===== src/rtl/ped_button_ctrl.sv =====
// ped_button_ctrl: button sync/debounce and crossing-request FSM.
// Handshakes a held request with Counter and holds off after walk.
module ped_button_ctrl #(
   parameter int         DEBOUNCE_CYCLES = 500000,
   parameter int         HOLDOFF_CYCLES  = 50000000,
   parameter int         CNT_W           = 26,
   parameter logic [1:0] WALK_STATE      = 2'd2
) (
   input  logic       clk_50MHz,
   input  logic       reset,
   input  logic       btn_raw,
   input  logic [1:0] state,
   input  logic       ped_ack,
   output logic       btn_db,
   output logic       ped_req,
   output logic       req_led,
   output logic       press_ignored
);

   typedef enum logic [2:0] {
      IDLE,
      PENDING,
      GRANTED,
      WALK,
      HOLDOFF
   } fsm_t;

   localparam logic [CNT_W-1:0] DB_LAST = CNT_W'(DEBOUNCE_CYCLES - 1);
   localparam logic [CNT_W-1:0] HO_LAST = CNT_W'(HOLDOFF_CYCLES - 1);

   logic             s1_q, s2_q;
   logic [1:0]       warm_q;
   logic             arm_q;
   logic [CNT_W-1:0] db_cnt_q;
   logic             btn_db_q, db_prev_q;
   logic             press_q, ack_q;
   fsm_t             fsm_q, fsm_d;
   logic [CNT_W-1:0] hold_q, hold_d;
   logic             ign_q, ign_d;

   // Two-flop synchronizer; arm only once the button is seen released
   // after reset, so a button held through reset never makes a press.
   always_ff @(posedge clk_50MHz) begin
      if (reset) begin
         s1_q   <= 1'b0;
         s2_q   <= 1'b0;
         warm_q <= 2'b00;
         arm_q  <= 1'b0;
      end else begin
         s1_q   <= btn_raw;
         s2_q   <= s1_q;
         warm_q <= {warm_q[0], 1'b1};
         if (warm_q == 2'b11 && !s2_q) begin
            arm_q <= 1'b1;
         end
      end
   end

   // Debouncer: accept a new level after DEBOUNCE_CYCLES stable samples.
   always_ff @(posedge clk_50MHz) begin
      if (reset) begin
         db_cnt_q <= '0;
         btn_db_q <= 1'b0;
      end else if (s2_q == btn_db_q) begin
         db_cnt_q <= '0;
      end else if (db_cnt_q == DB_LAST) begin
         db_cnt_q <= '0;
         btn_db_q <= s2_q;
      end else begin
         db_cnt_q <= db_cnt_q + 1'b1;
      end
   end

   // Register the press edge and the ack so the FSM sees them together.
   always_ff @(posedge clk_50MHz) begin
      if (reset) begin
         db_prev_q <= 1'b0;
         press_q   <= 1'b0;
         ack_q     <= 1'b0;
      end else begin
         db_prev_q <= btn_db_q;
         press_q   <= btn_db_q & ~db_prev_q & arm_q;
         ack_q     <= ped_ack;
      end
   end

   // Request FSM next state, hold-off count and ignored-press pulse.
   always_comb begin
      fsm_d  = fsm_q;
      hold_d = '0;
      ign_d  = 1'b0;
      unique case (fsm_q)
         IDLE: begin
            if (press_q) fsm_d = PENDING;
         end
         PENDING: begin
            ign_d = press_q;
            if (ack_q) fsm_d = GRANTED;
         end
         GRANTED: begin
            ign_d = press_q;
            if (state == WALK_STATE) fsm_d = WALK;
         end
         WALK: begin
            ign_d = press_q;
            if (state != WALK_STATE) fsm_d = HOLDOFF;
         end
         HOLDOFF: begin
            ign_d = press_q;
            if (hold_q == HO_LAST) begin
               fsm_d = IDLE;
            end else begin
               hold_d = hold_q + 1'b1;
            end
         end
         default: fsm_d = IDLE;
      endcase
   end

   // FSM state, hold-off counter and pulse registers.
   always_ff @(posedge clk_50MHz) begin
      if (reset) begin
         fsm_q  <= IDLE;
         hold_q <= '0;
         ign_q  <= 1'b0;
      end else begin
         fsm_q  <= fsm_d;
         hold_q <= hold_d;
         ign_q  <= ign_d;
      end
   end

   assign btn_db        = btn_db_q;
   assign ped_req       = (fsm_q == PENDING);
   assign req_led       = (fsm_q == PENDING) || (fsm_q == GRANTED);
   assign press_ignored = ign_q;

endmodule


===== config.mk =====
export PLATFORM = sky130hd
export DESIGN_NAME = ped_button_ctrl
export DESIGN_NICKNAME = d
export VERILOG_FILES = /design/src/rtl/ped_button_ctrl.sv
export SDC_FILE = /design/constraint.sdc
export NUM_CORES = 1
export LEC_CHECK = 0
export BUFFER_PORTS_ARGS = -buffer_cell sky130_fd_sc_hd__buf_2
export CORE_ASPECT_RATIO = 0.8
export CORE_MARGIN = 4
export CORE_UTILIZATION = 38
export DETAILED_ROUTE_END_ITERATION = 10
export MAX_ROUTING_LAYER = met4
export SKIP_LAST_GASP = 1
export SYNTH_ARGS = -nofsm -noshare
export SYNTH_HDL_FRONTEND = slang
export SYNTH_SLANG_ARGS = --single-unit

===== constraint.sdc =====
create_clock -name clk_50MHz -period 2.09 [get_ports clk_50MHz]
set_input_delay 0.1045 -clock clk_50MHz [delete_from_list [all_inputs] [get_ports clk_50MHz]]
set_output_delay 0.1045 -clock clk_50MHz [all_outputs]
set_load 0.005 [all_outputs]

# ---- Word level (Yosys, flattened, before mapping)
# Cells that the tools add are included.
dict set report totals {
  regBits 65
  wordCells 53
  input_bits 6
  out_inout_bits 4
}
dict set report op_classes {
  n_addsub 2
  reduce_logical 10
  n_bitwise 6
  n_mux 7
  eq_ne 15
}
# cell count
set ops {}
lappend ops {{adder 26 x 1 -> 26 bit (second input constant)} 2}
lappend ops {{equality test 26 x 19 -> 1 bit (second input constant)} 1}
lappend ops {{equality test 26 bit (second input constant)} 1}
lappend ops {{2-to-1 mux 3 bit} 5}
lappend ops {{case mux 3 bit (5 select lines)} 1}
lappend ops {{!= test 2 bit (second input constant)} 5}
lappend ops {{equality test 3 x 2 -> 1 bit (second input constant)} 2}
lappend ops {{OR reduction 3 bit} 2}
lappend ops {{AND reduction 5 bit} 1}
lappend ops {{equality test 2 bit (second input constant)} 2}
lappend ops {{inverter 1 bit} 4}
lappend ops {{OR reduction 4 bit} 1}
lappend ops {{equality test 3 x 1 -> 1 bit (second input constant)} 1}
lappend ops {{equality test 3 bit (second input constant)} 1}
lappend ops {{zero test 3 bit} 1}
lappend ops {{AND 1 bit} 2}
lappend ops {{!= test 2 x 1 -> 1 bit (second input constant)} 1}
lappend ops {{AND reduction 2 bit} 1}
lappend ops {{OR reduction 2 bit} 1}
lappend ops {{equality test 1 bit} 1}
lappend ops {{logical AND 1 bit} 1}
lappend ops {{zero test 1 bit} 1}
lappend ops {{logical OR 1 bit} 1}
lappend ops {{2-to-1 mux 1 bit} 1}

# ---- Longest topological paths before layout
# Gate-level depths: netlist of the first run.
dict set report logic_depth {
  ltp_word 4
  depth_mapped 6
  depth_no_buf 5
}

# ---- Least setup slack after synthesis of the first run
# Ideal clock, no wire load.
dict set report synth_timing {
  kind {register to register}
  start {register db_cnt_q[0]}
  end {register db_cnt_q[20]}
  path_slack_ps 112
  setup_time_ps 70
  n_path_buf 1
  stages_incl_launch_ff 7
  t_arrival_ps 1907
  period_less_slack_ps 1978
  cell_sequence {dfxtp_1 -> ha_1 -> nand4_4 -> or4_1 -> clkbuf_1 -> or3_1 -> a21oi_1}
}
dict set report synth_via {
  elab_chain_len 2
  elab_cells_between_ends 3
  cone_classes {add/sub: 1; eq/ne: 1; reduce/logical: 1}
}
# element line
set synth_lines {}
lappend synth_lines {{start: declaration} 34} ;# logic [CNT_W-1:0] db_cnt_q;
lappend synth_lines {{start signal: assignment} 70} ;# db_cnt_q <= db_cnt_q + 1'b1;
lappend synth_lines {{branches (longest 2 deep; another with adder 26 x 1 -> 26 bit)} --}
# Parallel ways; which one is timed is not known.
# A chain may end at the register's enable or synchronous reset.

# ---- Worst setup path after layout of the first run
dict set report layout_timing {
  start {register db_cnt_q[5]}
  end {register db_cnt_q[23]}
}
# Same word-level chain as after synthesis.

==> results.md, run 1 <==
* Run status: complete, no violations
* Largest net degree at the start of global routing at 27
* Total grt overflow at 0
* Final setup vio count at 0
* Final hold slack at 0.05980 ns
* Peak supply drop at 0.0003642 V
* DIE HEIGHT at 85.86 um
* Pwr per Cell Area at 689.3 mW/mm^2
* Met1 Track Usage GR at 18.88%
* Vias at 2359
* Seq/Total Area, Yosys at 45.20%
* Core area at 0.007392 sq mm
* Synth cell types at 37
* Fin Setup TNS at 0 ns
* Hold WC Path Type: primary input to flop
* Via/cell ratio at 5.062
* WP data arrival at 2.16 ns
* Slew margin rel. at 73.79%
* Starting Density at 38.95%
* DR DRC count at 0
* Synth Warn # at 0
* Switch share at 21.65%
* Worst-skew pair later-pin latency at 0.34 ns
* Post-CTS setup buffers at 0
* Post-synth ARST share at 0%
* Initial antenna violation count at 0
* Fill count at 721
* Layout cells sized above 1 at 12.47%
* Antenna Nets Post-Route at 0
* Critical Setup Path Class: flop to flop
* EDFF count, synth at 0
* Startpoint types: flop
* Cell taking the most area after synthesis: dfxtp_1
* Area grow syn2layout at 15.78%
* Setup Skew at 0.007930 ns
* Maxcap violations at 0
* Synth area leaders: dfxtp_1 45%, xnor2_1 5.8%, nor2_1 4.8%, or3_1 3.7%, a21oi_1 3.7%
* Clock Tree Root: clkbuf_8
* Most Crowded Layer GR: met2
* Commonest cells in the netlist: 65 x dfxtp_1, 37 x nor2_1, 23 x nand2_1
* HPWL Detailed at 4025 um
* Comb power frac at 1.2%
* DR WL/cell at 12.43 um
* Sw power at 0.4975 mW
* Vias in the first global route at 2166
* Clk pin slew, worst setup/hold paths at 0.07 ns
* Die Wd at 105.3 um
* Worst-path fanout max at 8
* RSZ-0062 raised after global routing: false
* Die area at 0.009042 sq mm
* CTS Buf Count at 9
* Clock share of power at 44.5%
* Initial DRC count at 92
* Post-synth top area share at 45.20%
* Int Pwr at 1.800 mW
* First-pass detailed-route iteration total at 4
* Final Cycle Share at 92.27%
* RePlAce Congestion at 0.7541
* Final WL at 5791 um
* Static leakage at 1.034 nW
* I/O Buffers at 9
* Final Hold Viols at 0
* Total GRT Usage at 14.13%
* Met3 usage at 4.740%
* Final min period at 1.928 ns
* Worst slew pin tran at 0.3895 ns
* Synth Register Bits at 65
* Met2 usage at 20.37%
* Post-synthesis cell area at 0.002879 sq mm
* Data required, critical path at 2.32 ns
* Sequential share of power at 54.3%
* Mean Syn Cell Area at 8.594 sq um
* Fin. max-slew vios at 0
* Clock Path Buffers at 2
* Crit end category: flop
* CTS tree: built
* Synthesized Nets at 343
* Placed cell areas at 0.003123 sq mm
* H-tree depth at 3
* FMAX at 0.5186 GHz
* First-pass GRT wire length at 10060 um
* Fin area at 0.003333 sq mm
* I/O pin total at 10
* Post-synth top flop: dfxtp_1
* Num rows at 28
* Final net count at 365
* Most frequent cell after synthesis: dfxtp_1
* Post-Synthesis Cells at 335
* Clk sinks at 65
* # diodes at 0
-- per-stage QoR --
stage	setup WS, ns	cells	total power [mW]	util [%]
finish	0.1616	466	2.297	45.09
CTS	0.07256	466	2.334	45.02
floorplan	0.1125	335	1.289	-
global route	0.04630	466	2.397	45.09
detailed placement	0.1039	449	1.300	42.25
global placement	0.1380	449	1.299	42.25
-- worst max-delay path, cell delays in order (launching register included) --
cell	delay [ns]
dfxtp_1	0.44
nand4_1	0.17
or4_1	0.70
o31a_1	0.33
o21ba_1	0.18
-- final cells by class --
type	count	area, sq um	area share, %
multi-input cells	245	1491	44.74
flip-flops and latches	65	1301	39.04
repair buffers	25	182.7	5.480
well taps	105	131.4	3.941
clock buffers	10	127.6	3.829
clock inverters	5	57.56	1.727
inverters	11	41.29	1.239
-- logic make-up after synthesis --
logic type,share of synthesized area (%)
adders and majority gates,0.8690
AOI/OAI and AO/OA,10.56
buffers and inverters,3.564
and+or+nand+nor,30.25
DFF,45.20
muxes,0.7388
xor gates and xnor gates,8.822
-- power by group through the flow --
| stage | registers [mW] | logic [mW] | clock network, mW |
|---|---|---|---|
| final | 1.25 | 0.0269 | 1.02 |
| after global routing | 1.25 | 0.0303 | 1.12 |
| after CTS | 1.25 | 0.0273 | 1.06 |
| after detailed placement | 1.28 | 0.0245 | 0 |
| after global placement | 1.28 | 0.0237 | 0 |
| after floorplan | 1.28 | 0.0140 | 0 |
-- layout by cell type (no fill, tap or decap), types with 2 or more instances in the layout --
master         instances
a31oi_1                2
a21oi_1               21
clkbuf_8               9
and4_1                 6
dlygate4sd3_1          2
nand3_1               20
and3_1                 5
nand2_1               23
nand4_1               12
nor2_1                37
or3_1                 17
nor4_1                 9
and2_1                 5
nor3b_1                2
xnor2_1               19
buf_2                  9
inv_1                 11
o31ai_1                3
nor4b_1                2
o21ai_0               18
xor2_1                10
or4_1                  5
buf_4                 13
nor3_1                 9
ha_1                   2
nor2b_1                4
clkinvlp_4             3
dfxtp_1               65
-- state kept, by name, summed over array words and instances (netlist names) --
register	count
arm_q	1
s2_q	1
ack_q	1
press_ignored	1
fsm_q	3
btn_db	1
db_cnt_q	26
s1_q	1
hold_q	26
db_prev_q	1
press_q	1
warm_q	2
-- per-layer routing --
| metal | routed length, um | part of all wire (%) |
|---|---|---|
| met4 | 78 | 1.3 |
| met2 | 2440 | 42 |
| met5 | 0 | 0 |
| met3 | 305 | 5.3 |
| met1 | 2966 | 51 |
-- path summary, 6_finish.rpt --
kind | startpoint | endpoint | slack, ns | cells after the start
max | db_cnt_q[5]$_SDFF_PP0_ | db_cnt_q[23]$_SDFF_PP0_ | 0.16 | 4
min | reset | ack_q$_SDFF_PP0_ | 0.06 | 2
max reg2reg | db_cnt_q[5]$_SDFF_PP0_ | db_cnt_q[23]$_SDFF_PP0_ | 0.16 | 4
min reg2reg | db_prev_q$_SDFF_PP0_ | press_q$_SDFF_PP0_ | 0.41 | 1
-- what timing repair did --
item,4_1_cts,5_1_grt
resized for setup,0,2
hold endpoints to repair,2,0
endpoints found under the setup margin,0,7
hold buffers,2,0
Note: power is estimated with default switching activity, not from simulation.
==> inputs of run 2 (changes only) <==
--- a/config.mk
+++ b/config.mk
@@ -7,7 +7,7 @@
 export LEC_CHECK = 0
 export BUFFER_PORTS_ARGS = -buffer_cell sky130_fd_sc_hd__buf_2
 export CORE_ASPECT_RATIO = 0.8
-export CORE_MARGIN = 4
+export CORE_MARGIN = 1
 export CORE_UTILIZATION = 38
 export DETAILED_ROUTE_END_ITERATION = 10
 export MAX_ROUTING_LAYER = met4
==> run 2 against run 1 <==
  * Die area shrank 12%
  * Largest power group unchanged
  * Core utilization grew 2.6 points
  * Clock-buffer cell count down 1
  * Highest routed layer unchanged
  * Cell area up 1.5%
  * Hold slack worse by 0.0060 ns
  * Critical path depth is 1 higher
  * First-iteration DRC count up 18%
==> results.md, run 2 (synthesis results as in run 1) <==
* Commonest non-fill, non-tap cell in the layout: dfxtp_1
* I/O Buffers at 9
* FF-to-FF End: db_cnt_q[24]$_SDFF_PP0_
* Comb power frac at 1.1%
* Initial DRC count at 109
* Final min period at 1.907 ns
* Power, Total at 2.464 mW
* Non-Filler Instances at 453
* Register Area at 0.001301 sq mm
* Initial antenna violation count at 0
* Total grt overflow at 0
* Crit-path max cell delay at 0.59 ns
* Antenna Nets Post-Route at 0
* Most frequent cells in the layout: 65 x dfxtp_1, 37 x nor2_1, 23 x nand2_1
* # diodes at 0
* Placed insts at 435
* I/O pin total at 10
* Largest net degree at the start of global routing at 21
* Multi-input gate area at 0.001493 sq mm
* Startpoint types: flop
* Clock Path Buffers at 2
* WHS Endpoint: s1_q$_SDFF_PP0_
* Worst slew pin tran at 0.3578 ns
* Reg2reg setup slack at 0.18 ns
* Starting Density at 40.58%
* Critical Setup Path Class: flop to flop
* Peak supply drop at 0.0004371 V
* Worst path slowest cell: or4_4
* Layout cells sized above 1 at 13.93%
* Clk sinks at 65
* CTS Buf Count at 9
* Clock share of power at 48.3%
* Crit-path cells: ha_2, nand4_4, or4_4, or3_1, a21oi_1
* Int Pwr at 1.938 mW
* Vias in the first global route at 2293
* Worst-skew pair later-pin latency at 0.34 ns
* Slew margin rel. at 75.93%
* Final setup vio count at 0
* DIE HEIGHT at 79.86 um
* RSZ-0062 raised after global routing: false
* Min-delay src: reset
* Setup Skew at 0.007798 ns
* Switch share at 21.34%
* Final net count at 369
* H-tree depth at 3
* First-pass detailed-route iteration total at 4
* Die area at 0.007931 sq mm
* Final Worst Setup Slack at 0.1826 ns
* DR DRC count at 0
* Die Wd at 99.32 um
* Maxcap violations at 0
* Static leakage at 1.077 nW
* Crit end category: flop
* Clk pin slew, worst setup/hold paths at 0.08 ns
* Hold WC Path Type: primary input to flop
* Final WL at 5670 um
* Clock Tree Root: clkbuf_8
* Pwr per Cell Area at 728.3 mW/mm^2
* Fin util at 47.69%
* Fill count at 699
* RePlAce Congestion at 0.7478
* Num rows at 27
* First-pass GRT wire length at 10310 um
* Sw power at 0.5257 mW
* Fin. max-slew vios at 0
* Via/cell ratio at 5.336
* Pre-CTS WS at 0.07551 ns
* Total GRT Usage at 17.14%
* Final hold slack at 0.05378 ns
* Placed cell areas at 0.003131 sq mm
* Core area at 0.007094 sq mm
* Worst-path fanout max at 8
* Reg2reg start: db_cnt_q[1]$_SDFF_PP0_
* Run status: complete, no violations
* Vias at 2417
* Worst Hold Path Cells at 2
* CTS tree: built
* Top Registers: db_cnt_q x26, hold_q x26, fsm_q x3
* HPWL Detailed at 4062 um
* R2R depth at 5
* DR WL/cell at 12.52 um
* WP data arrival at 2.18 ns
* Final Hold Viols at 0
* CP Launch Point: db_cnt_q[1]$_SDFF_PP0_
* Area grow syn2layout at 17.51%
* Final Cycle Share at 91.26%
* Sequential share of power at 50.6%
* Fin Setup TNS at 0 ns
* Fin area at 0.003383 sq mm
* FMAX at 0.5243 GHz
* Data required, critical path at 2.36 ns
## run 2: cell count changes in the layout (fill, tap and decap cells not counted), sizes merged
cell and delta:
buf +4, clkbuf -1, bufinv +1, clkinv +2, clkinvlp -2, inv +1
## run 2: how the worst max path moves through the flow
| stage | endpoint | slack (ns) | cells after the start |
|---|---|---|---|
| after floorplan | db_cnt_q[20]$_SDFF_PP0_ | 0.11 | 6 |
| after global placement | db_cnt_q[20]$_SDFF_PP0_ | 0.13 | 5 |
| after detailed placement | db_cnt_q[20]$_SDFF_PP0_ | 0.08 | 5 |
| after CTS | db_cnt_q[22]$_SDFF_PP0_ | 0.06 | 5 |
| after global routing | db_cnt_q[22]$_SDFF_PP0_ | 0.06 | 5 |
| final | db_cnt_q[24]$_SDFF_PP0_ | 0.18 | 5 |
## run 2: cell type report
class / instances / share of cell area (%)
Multi-Input combinational cell: 245 / 44.12
Sequential cell: 65 / 38.46
Timing Repair Buffer: 29 / 6.287
Clock buffer: 9 / 3.661
Tap cell: 87 / 3.217
Clock inverter: 7 / 3.033
Inverter: 11 / 1.220
## run 2: critical path: cells and delay by family, from the launching register on
kind | cells | cell delay (ns)
simple gates | 3 | 1.06
flops | 1 | 0.38
fa+ha+maj | 1 | 0.25
compound gates | 1 | 0.15
## run 2: power groups by stage
| stage | combinational [mW] | clock [mW] | sequential (mW) |
|---|---|---|---|
| 2_1_floorplan | 0.0140 | 0 | 1.28 |
| 3_3_place_gp | 0.0231 | 0 | 1.28 |
| 3_5_place_dp | 0.0234 | 0 | 1.28 |
| 4_1_cts | 0.0263 | 1.23 | 1.25 |
| 5_1_grt | 0.0292 | 1.29 | 1.25 |
| 6_report | 0.0261 | 1.19 | 1.25 |
## run 2: metal layers
layer	GRT usage (%)	up-vias	part of all wire (%)
li1	-	1247	-
met1	22.41	1133	54
met2	24.79	32	42
met3	4.553	5	2.8
met4	7.647	0	1.2
met5	-	-	0
## run 2: timing repair
item / in CTS / in global routing
endpoints found under the hold margin: 2 / 0
hold buffers: 2 / 0
buffers inserted: 0 / 0
gates resized for setup: 0 / 2
setup endpoints to repair: 0 / 4
==> inputs of run 3 (changes only) <==
--- a/config.mk
+++ b/config.mk
@@ -11,6 +11,7 @@
 export CORE_UTILIZATION = 38
 export DETAILED_ROUTE_END_ITERATION = 10
 export MAX_ROUTING_LAYER = met4
+export PLACE_DENSITY_LB_ADDON = 0.3
 export SKIP_LAST_GASP = 1
 export SYNTH_ARGS = -nofsm -noshare
 export SYNTH_HDL_FRONTEND = slang
==> run 3 against run 2 <==
  * Clock power increased by 9%
  * Critical path type unchanged
  * Sequential power about the same
  * Sequential share of layout area increased by 0.49 points
  * Global-route usage decreased by 0.50 points
  * Non-clock buffer count decreased by 6
  * Clock skew increased by 0.00094 ns
  * Flip-flop and latch count unchanged
  * Cell count decreased by 1.3%
  * Maximum frequency decreased by 1.3%
==> results.md, run 3 (synthesis results as in run 1) <==
* Sequential share of power at 48.5%
* Antenna Nets Post-Route at 0
* H-tree depth at 3
* DR DRC count at 0
* FMAX at 0.5177 GHz
* Power, Total at 2.571 mW
* Peak supply drop at 0.0006209 V
* Final Cycle Share at 92.42%
* Clock Path Buffers at 2
* Final Hold Viols at 0
* CTS Buf Count at 9
* Area grow syn2layout at 16.04%
* Initial DRC count at 117
* Fin Setup TNS at 0 ns
* Most Crowded Layer GR: met2
* WP data arrival at 2.20 ns
* Startpoint types: flop
* Largest net degree at the start of global routing at 16
* Final setup vio count at 0
* Buf/Inv on CP at 0
* Die area at 0.007931 sq mm
* First-pass GRT wire length at 10160 um
* Layout cells sized above 1 at 11.94%
* Critical Setup Path Class: flop to flop
* Pwr per Cell Area at 769.7 mW/mm^2
* Placed insts at 429
* HPWL Detailed at 3914 um
* Total grt overflow at 0
* Non-Filler Instances at 447
* Final net count at 363
* Slew margin rel. at 64.25%
* Clock Tree Root: clkbuf_8
* I/O pin total at 10
* Clock share of power at 50.5%
* Worst path top cell family by delay: simple AND/OR/NAND/NOR gates
* RSZ-0062 raised after global routing: false
* Worst slew pin tran at 0.5314 ns
* Met3 usage at 4.553%
* First-pass detailed-route iteration total at 4
* # diodes at 0
* Static leakage at 1.052 nW
* Crit-path cells: ha_1, nand4_4, or4_4, or3_1, a21oi_1
* Vias in the first global route at 2192
* Run status: complete, no violations
* Total GRT Usage at 16.64%
* Final hold slack at 0.06889 ns
* Met2 usage at 22.99%
* Final min period at 1.932 ns
* Maxcap violations at 0
* Most frequent cells in the layout: 65 x dfxtp_1, 37 x nor2_1, 23 x nand2_1
* DR WL/cell at 12.53 um
* DIE HEIGHT at 79.86 um
* CTS tree: built
* Switch share at 19.09%
* Data required, critical path at 2.35 ns
* Vias at 2358
* Clk pin slew, worst setup/hold paths at 0.07 ns
* Starting Density at 40.58%
* Worst-skew pair later-pin latency at 0.33 ns
* Met1 Track Usage GR at 22.77%
* Post-CTS setup buffers at 0
* Clk sinks at 65
* Core area at 0.007094 sq mm
* Fin. max-slew vios at 0
* Worst-path fanout max at 8
* Int Pwr at 2.081 mW
* Worst path slowest cell: or4_4
* Setup Skew at 0.008741 ns
* Sw power at 0.4908 mW
* RePlAce Congestion at 0.7835
* Comb power frac at 1.0%
* Fin util at 47.09%
* Top Registers: db_cnt_q x26, hold_q x26, fsm_q x3
* Crit-path max cell delay at 0.59 ns
* Crit end category: flop
* Commonest non-fill, non-tap cell in the layout: dfxtp_1
* Initial antenna violation count at 0
* Die Wd at 99.32 um
* Hold WC Path Type: primary input to flop
* Via/cell ratio at 5.275
* Num rows at 27
* Final WL at 5603 um
* I/O Buffers at 9
[run 3: metrics by stage]
step | setup WS, ns | cell area, sq um
after global routing | 0.04082 | 3341
after floorplan | 0.1125 | 2879
after global placement | 0.1462 | 3073
after detailed placement | 0.08869 | 3073
final | 0.1585 | 3341
after CTS | 0.06943 | 3337
[run 3: final cells by class]
cell class	count	area (sq um)
inverter	11	41.29
sequential	65	1301
timing repair buffer	23	155.1
multi-input combinational	245	1490
clock buffer	11	141.4
fill	686	3754
tap	87	108.9
clock inverter	5	102.6
[run 3: what timing repair did]
action	4_1_cts	5_1_grt
hold buffers	2	0
hold endpoints to repair	2	0
gates resized for setup	0	1
setup endpoints to repair	0	4
[run 3: power groups by stage]
| stage | registers [mW] | clock network [mW] | logic, mW |
|---|---|---|---|
| after floorplan | 1.28 | 0 | 0.0140 |
| after detailed placement | 1.28 | 0 | 0.0220 |
| after global routing | 1.25 | 1.39 | 0.0280 |
| final | 1.25 | 1.30 | 0.0250 |
| after CTS | 1.25 | 1.33 | 0.0250 |
| after global placement | 1.28 | 0 | 0.0217 |
[run 3: final timing paths]
| path | end | from | slack, ns | cells after the start |
|---|---|---|---|---|
| worst max-delay path | db_cnt_q[24]$_SDFF_PP0_ | db_cnt_q[0]$_SDFF_PP0_ | 0.16 | 5 |
| worst min-delay path | ack_q$_SDFF_PP0_ | reset | 0.07 | 2 |
| worst max register to register | db_cnt_q[24]$_SDFF_PP0_ | db_cnt_q[0]$_SDFF_PP0_ | 0.16 | 5 |
| worst min register to register | press_q$_SDFF_PP0_ | db_prev_q$_SDFF_PP0_ | 0.41 | 1 |
[run 3: routing by layer]
layer	routed length, um	part of all wire (%)	vias up
met2	2228	40	36
met4	60	1.1	0
met5	0	0	-
met3	181	3.2	7
met1	3133	56	1081
li1	-	-	1234
[run 3: worst reg2reg max path: stages, from the launching register on]
cell	delay, ns
dfxtp_1	0.39
ha_1	0.27
nand4_4	0.12
or4_4	0.59
or3_1	0.36
a21oi_1	0.14
